File: src/rtl/c17_bist_pkg.sv
// Shared definitions for the c17 BIST controller: widths, tap masks, FSM states.
package c17_bist_pkg;

  localparam int PI_W  = 5;
  localparam int PO_W  = 2;
  localparam int SIG_W = 8;

  // x^5 + x^3 + 1: feedback is q[4] ^ q[2]
  localparam logic [PI_W-1:0]  LFSR_TAPS = 5'b10100;

  // MISR feedback is sig[7] ^ sig[5] ^ sig[4] ^ sig[3]
  localparam logic [SIG_W-1:0] MISR_TAPS = 8'b1011_1000;

  typedef enum logic [1:0] {
    IDLE = 2'd0,
    RUN  = 2'd1,
    DONE = 2'd2
  } state_t;

endpackage

File: src/rtl/bist_lfsr5.sv
// Combinational next-state function of the 5-bit maximal-length pattern LFSR.
module bist_lfsr5
  import c17_bist_pkg::*;
(
  input  logic [PI_W-1:0] q,
  output logic [PI_W-1:0] q_next
);

  // Shift left and insert the parity of the tapped bits at bit 0
  assign q_next = {q[PI_W-2:0], ^(q & LFSR_TAPS)};

endmodule

File: src/rtl/c17_bist_ctrl.sv
// BIST controller for the ISCAS c17 circuit: LFSR pattern source, 8-bit MISR
// compactor and IDLE/RUN/DONE sequencing with a golden-signature compare.
// Optional feature: define C17_BIST_ABORT_EN to add an "abort" input that
// cancels a run in progress and returns to IDLE.
module c17_bist_ctrl
  import c17_bist_pkg::*;
#(
  parameter int              NUM_PATTERNS = 31,
  parameter logic [PI_W-1:0] LFSR_SEED    = 5'b00001
) (
  input  logic             clk,
  input  logic             rst,
  input  logic             start,
`ifdef C17_BIST_ABORT_EN
  input  logic             abort,
`endif
  input  logic [SIG_W-1:0] gold_sig,
  output logic [PI_W-1:0]  pi,
  input  logic [PO_W-1:0]  po,
  output logic             busy,
  output logic             done,
  output logic             pass,
  output logic [SIG_W-1:0] sig
);

  localparam logic [4:0] LAST_CNT = 5'(NUM_PATTERNS);

  state_t           state;
  state_t           state_next;
  logic [4:0]       cnt;
  logic [PI_W-1:0]  pi_next;
  logic [SIG_W-1:0] sig_next;
  logic             last_pattern;
  logic             abort_hit;

`ifdef C17_BIST_ABORT_EN
  assign abort_hit = abort;
`else
  assign abort_hit = 1'b0;
`endif

  bist_lfsr5 u_lfsr (
    .q      (pi),
    .q_next (pi_next)
  );

  assign last_pattern = (cnt == LAST_CNT);

  // MISR step: shift in tap parity, then fold in the c17 responses of the current pattern
  always_comb begin
    sig_next = {sig[SIG_W-2:0], ^(sig & MISR_TAPS)} ^ {{(SIG_W-PO_W){1'b0}}, po};
  end

  // State register
  always_ff @(posedge clk) begin
    if (rst) state <= IDLE;
    else     state <= state_next;
  end

  // Next-state logic: start is only honoured outside RUN; abort wins over the final pattern
  always_comb begin
    state_next = state;
    case (state)
      IDLE, DONE: if (start) state_next = RUN;
      RUN: begin
        if (abort_hit)         state_next = IDLE;
        else if (last_pattern) state_next = DONE;
      end
      default: state_next = IDLE;
    endcase
  end

  // Status outputs decode directly from the registered state
  always_comb begin
    busy = (state == RUN);
    done = (state == DONE);
  end

  // Datapath: pattern register, pattern counter, MISR and the latched compare result
  always_ff @(posedge clk) begin
    if (rst) begin
      pi   <= '0;
      cnt  <= '0;
      sig  <= '0;
      pass <= 1'b0;
    end else begin
      case (state)
        IDLE, DONE: begin
          if (start) begin
            pi   <= LFSR_SEED;
            cnt  <= 5'd1;
            sig  <= '0;
            pass <= 1'b0;
          end
        end
        RUN: begin
          if (abort_hit) begin
            pi   <= '0;
            cnt  <= '0;
            pass <= 1'b0;
          end else begin
            sig <= sig_next;
            if (last_pattern) begin
              pass <= (sig_next == gold_sig);
            end else begin
              pi  <= pi_next;
              cnt <= cnt + 5'd1;
            end
          end
        end
        default: ;
      endcase
    end
  end

endmodule

File: config.mk
export PLATFORM = sky130hd
export DESIGN_NAME = c17_bist_ctrl
export DESIGN_NICKNAME = d
export VERILOG_FILES = /design/src/rtl/c17_bist_pkg.sv /design/src/rtl/bist_lfsr5.sv /design/src/rtl/c17_bist_ctrl.sv
export SDC_FILE = /design/constraint.sdc
export NUM_CORES = 1
export LEC_CHECK = 0
export ABC_CLOCK_PERIOD_IN_PS = 1890
export CAP_MARGIN = 25
export CORE_UTILIZATION = 41
export CTS_CLUSTER_DIAMETER = 200
export CTS_CLUSTER_SIZE = 25
export DETAILED_ROUTE_END_ITERATION = 6
export PLACE_DENSITY = 0.76
export SLEW_MARGIN = 10
export SYNTH_ARGS = -nofsm -noshare
export SYNTH_HDL_FRONTEND = slang
export SYNTH_HIERARCHICAL = 1
export SYNTH_SLANG_ARGS = --single-unit
File: constraint.sdc
create_clock -name clk -period 1.89 [get_ports clk]
set_input_delay 0.2835 -clock clk [delete_from_list [all_inputs] [get_ports clk]]
set_output_delay 0.2835 -clock clk [all_outputs]
set_load 0.05 [all_outputs]
# After elaboration in Yosys (flattened, before gate mapping)
# Index checks and enable logic that the tools add are counted.
[totals]
regBits = 21
inputBits = 13
output_inout_bits = 16
word_cells = 36
[op_classes]
addsub = 1
eq_ne = 7
mux = 13
bitwise = 1
reduce_logical = 9
[ops]
columns = ["cell", "n"]
rows = [
  ["$pmux 5 s2", 2],
  ["$pmux 8 s2", 1],
  ["$mux 5", 3],
  ["$eq 8x8->1", 1],
  ["$mux 8", 1],
  ["$reduce_xor 8->1", 1],
  ["$xor 8x2->8", 1],
  ["$reduce_and 3->1", 2],
  ["$add 5x1->5 const B", 1],
  ["$eq 5x5->1 const B", 1],
  ["$reduce_xor 5->1", 1],
  ["$mux 2", 2],
  ["$ne 2x2->1 const B", 2],
  ["$pmux 2 s2", 1],
  ["$reduce_and 2->1", 2],
  ["$eq 2x1->1 const B", 1],
  ["$eq 2x2->1 const B", 1],
  ["$logic_not 2->1", 1],
  ["$mux 1", 2],
  ["$ne 2x1->1 const B", 1],
  ["$pmux 1 s2", 1],
  ["$reduce_bool 2->1", 1],
  ["$reduce_or 2->1", 1],
]

# Depth between registers and ports, before layout
[logic_depth]
ltp_word = 5
depth_mapped = 8
depth_no_buf = 7

# Cells and area by module
# The synthesis kept the hierarchy.
[modules_own_cells]
columns = ["mod", "n_inst", "cells_each", "area_each_um2", "seq_area_each_um2"]
rows = [
  ["c17_bist_ctrl", 1, 103, 938.4, 420.4],
  ["bist_lfsr5", 1, 5, 38.8, 0.0],
]

# Worst setup path before layout
# Ideal clock, no wire load.
[synth_path]
path_type = "flip-flop to flip-flop"
start = "register cnt[0]"
end = "register cnt[3]"
setup_ns = 0.076
arrival_time_ns = 1.710
t_required_ns = 1.814
slack_ns = 0.104
path_stages_with_launch = 8
path_buffers = 0
path_cell_list = "dfxtp_1 -> ha_1 -> and3_1 -> ha_1 -> nor3b_1 -> nor2_1 -> or3_1 -> a21boi_0"
[synth_between]
elab_chain_cells = 3
word_cells_on_any_way = 6
cone_classes = "add/sub: 1; eq/ne: 2; mux: 2; reduce/logical: 1"
[synth_lines]
columns = ["element", "line_no", "text"]
rows = [
  ["start: declaration", "c17_bist_ctrl.sv:30", "logic [4:0] cnt;"],
  ["start signal: assignment", "c17_bist_ctrl.sv:107", "cnt <= cnt + 5'd1;"],
  ["$add 5x1->5 / $eq 5x5->1 (equally long branches)", "c17_bist_ctrl.sv:107, c17_bist_ctrl.sv:47", ""],
  ["$mux 5 / $ne 2x2->1 (equally long branches)", "n/a", ""],
  ["$pmux 5 s2 / $reduce_and 3->1 (equally long branches)", "n/a", ""],
]
# Parallel ways exist; a longest one is shown, timed or not. The select of a mux whose other input is x is not followed.
# A chain may end at the register's enable or synchronous reset.

# Worst setup path after layout
[layout_path]
start = "register pi[2]"
end = "output port pi[2]"
[layout_lines]
columns = ["element", "line_no", "text"]
rows = [
  ["start: declaration", "c17_bist_ctrl.sv:18", "output logic [PI_W-1:0] pi,"],
  ["start signal: assignment", "c17_bist_ctrl.sv:106", "pi <= pi_next;"],
]
# No word-level cell between the ends.

==> reports/qor.yml <==
crit_fanout: 4
first_global_vias: 828
drtIter0Drc: 17
floorplan.io_pins: 29
fin_area_sq_mm: 0.00134
crit_path_cells: "clkdlybuf4s50_1"
clock_tree.buffer_depth: 2
io_buffers: 28
syn_area_sq_um: 977
grt_start_max_net_pins: 21
cts_buffer_count: 3
netlist_instances: 108
antenna_violations_before_repair: 0
critPathLaunch: "pi[2]$_SDFFE_PP0P_"
critical_path.max_stage_delay_ns: 0.83
crit_path_end_kind: "output port"
grt_first_pass_wirelength_um: 3590
layout.nets: 153
r2r_slack_ns: 0.09
power.switching_mw: 0.236
setup_tns_ns: 0
count_of_maximum_capacitance_violations: 0
num_vias: 864
rr_worst_depth: 7
crit_path_start_kind: "flop"
areal_power_density_over_the_cells_mw_per_mm2: 636
cts-htree-levels: 1
path_clk_slew_ns: 0.11
routed_wirelength_um: 2240
seq_power_share_pct: 54.8
drcViolationCount: 0
layout_worst_path_cycle_share_pct: 96.2
avgRoutedWirePerCell_um: 13.6
final_antenna_net_count: 0
postCtsHoldBufs: 0
seq_area_frac_synth_pct: 43.0
max-slew-margin-rel_pct: 66.5
achievable-frequency_mhz: 550
netSwitchingFraction_pct: 27.7
clock_tree.root_cell: "clkbuf_4"
cts_tree: "built"
worst_skew_pair.late_latency_ns: 0.30
die_width_um: 50.8
syn-mean-instance-area_sq_um: 9.05
area.sequential_sq_um: 422
fin_clk_skew_ns: 0.00271
timing.critical_path.slowest_stage_cell: "clkdlybuf4s50_1"
cts_sinks: 21
chipHeight_um: 50.8
count_of_buffering_cells_on_the_critical_path_with_inverters_included: 1
first_pass_iters: 4
layout_commonest_cell: "clkdlybuf4s50_1"
required_ns: 1.61
crit_arrival_ns: 1.53
floorplan.rows: 17
netlist-cell-type-count: 28
dpl.hpwl_um: 1610
period_minus_slack_ns: 1.82
status: "completed"
path_depth: 1
area_added_between_synthesis_and_finish_pct: 36.6
syn-num-nets: 123
placed_cell_area_sq_mm: 0.00128
critical_path.top_delay_family: "buffers and inverters"
power.clock.fraction_pct: 24.8
final_max_slew_viol_count: 0
ys_top_cells_by_area: "dfxtp_1 43%, xor2_1 7.2%, a22oi_1 6.1%"
initial_core_util_pct: 43.8
synth-seq-cells: 21
internal_power_mw: 0.614
filler_cell_count: 210
critPathKind: "reg -> out"
gp_congestion: 0.720
layout-drive-gt1-share_pct: 12.4
yosys_warnings: 6
netlist.area_leader.share_pct: 43.0
grt_util_all_layers_pct: 18.9
irDropWorstVdd_v: 0.000675
tightestPinTransition_ns: 0.501
holdCritPathClass: "reg -> reg"
viasPerCell: 5.24
coreArea_sq_mm: 0.00223
multi_input_comb_area_sq_um: 513
final_hold_viol_count: 0
synth_largest_area_cell: "dfxtp_1"
final-setup-viol-count: 0
insertedDiodeCount: 0
most-common-layout-cells: "21 x clkdlybuf4s50_1, 20 x dfxtp_1, 15 x nor2_1"
regToRegStartpoint: "cnt[0]$_SDFFE_PP0P_"
worst_setup_path_endpoint: "pi[2]"
die-area_sq_mm: 0.00258
regToRegEndpoint: "cnt[3]$_SDFFE_PP0P_"
postLayoutCoreUtil_pct: 59.8
grt_overflow_total: 0
combinationalPowerShare_pct: 20.4
power.static_leakage_nw: 0.565
[kinds of logic (layout without fill, tap and decap cells)]
logic type	after synthesis	after routing	synth area share, %
xor gates and xnor gates	14	14	14.0
buffers and inverters	10	39	5.63
AOI/OAI and AO/OA	23	23	16.5
and+or+nand+nor	38	38	18.3
DFF	21	21	43.0
adders and majority gates	2	2	2.56
[cell usage after synthesis, drive strengths merged]
cell     number
a22oi         8
nand2         6
and3          1
nor2         15
nand3b        1
nand2b        2
nor4          2
inv           1
dfxtp        21
buf           6
nor3b         1
xnor3         1
nor2b         2
o211ai        4
xnor2         5
a21oi         6
nand3         2
a2bb2oi       1
ha            2
o31ai         1
xor2          8
clkbuf        3
a21boi        1
a211oi        1
or3           1
o21ai         1
nor3          5
[layer usage]
metal  wire length [um]  global-route usage (%)
met2               1040                    29.6
met1               1070                    24.8
met4                 31                    8.33
met5                  0                       0
met3                103                    4.46
[stage by stage]
| stage | cells | hold WS (ns) | power (mW) | worst slack, ns |
|---|---|---|---|---|
| CTS | 164 | 0.481 | 0.849 | 0.00891 |
| global placement | 160 | 0.450 | 0.637 | 0.142 |
| detailed placement | 160 | 0.467 | 0.642 | 0.0455 |
| floorplan | 108 | 0.436 | 0.572 | 0.104 |
| finish | 165 | 0.456 | 0.850 | 0.0718 |
| global route | 165 | 0.472 | 0.891 | -0.00127 |
[power by group through the flow]
stage / clock (mW) / sequential (mW) / combinational (mW)
floorplan: 0 / 0.494 / 0.0774
global placement: 0 / 0.475 / 0.163
detailed placement: 0 / 0.476 / 0.167
CTS: 0.216 / 0.465 / 0.168
global route: 0.239 / 0.467 / 0.185
finish: 0.211 / 0.466 / 0.173
[registers in the layout, summed over array words and instances, names as in the netlist]
name	cells
state	2
cnt	5
pass	1
sig	8
pi	5
[layout make-up]
class / count / share of cell area [%]
clock buffer: 4 / 1.97
inverter: 1 / 0.281
multi-input combinational: 77 / 38.4
sequential: 21 / 31.6
tap: 28 / 2.62
timing repair buffer: 34 / 25.1
[worst register-to-register path: stages, from the launching register on]
cell and delay [ns]:
dfxtp_2 0.35, ha_1 0.20, and3_1 0.18, ha_1 0.20, nor3b_2 0.22, nor2_1 0.09
or3_1 0.35, a21boi_1 0.14
[how the worst min path moves through the flow]
stage	startpoint	to	depth (start not counted)
final	cnt[0]$_SDFFE_PP0P_	cnt[0]$_SDFFE_PP0P_	1
after global routing	cnt[0]$_SDFFE_PP0P_	cnt[0]$_SDFFE_PP0P_	1
after CTS	pi[3]$_SDFFE_PP0P_	pi[3]$_SDFFE_PP0P_	2
after detailed placement	pi[3]$_SDFFE_PP0P_	pi[3]$_SDFFE_PP0P_	2
after global placement	cnt[4]$_SDFFE_PP0P_	cnt[4]$_SDFFE_PP0P_	2
after floorplan	cnt[4]$_SDFFE_PP0P_	cnt[4]$_SDFFE_PP0P_	2
[timing repair]
action,4_1_cts,5_1_grt
buffers inserted,0,1
pin swaps,0,2
endpoints found under the hold margin,0,0
gates resized for setup,1,7
endpoints found under the setup margin,1,5
Note: power is estimated with default switching activity, not from simulation.
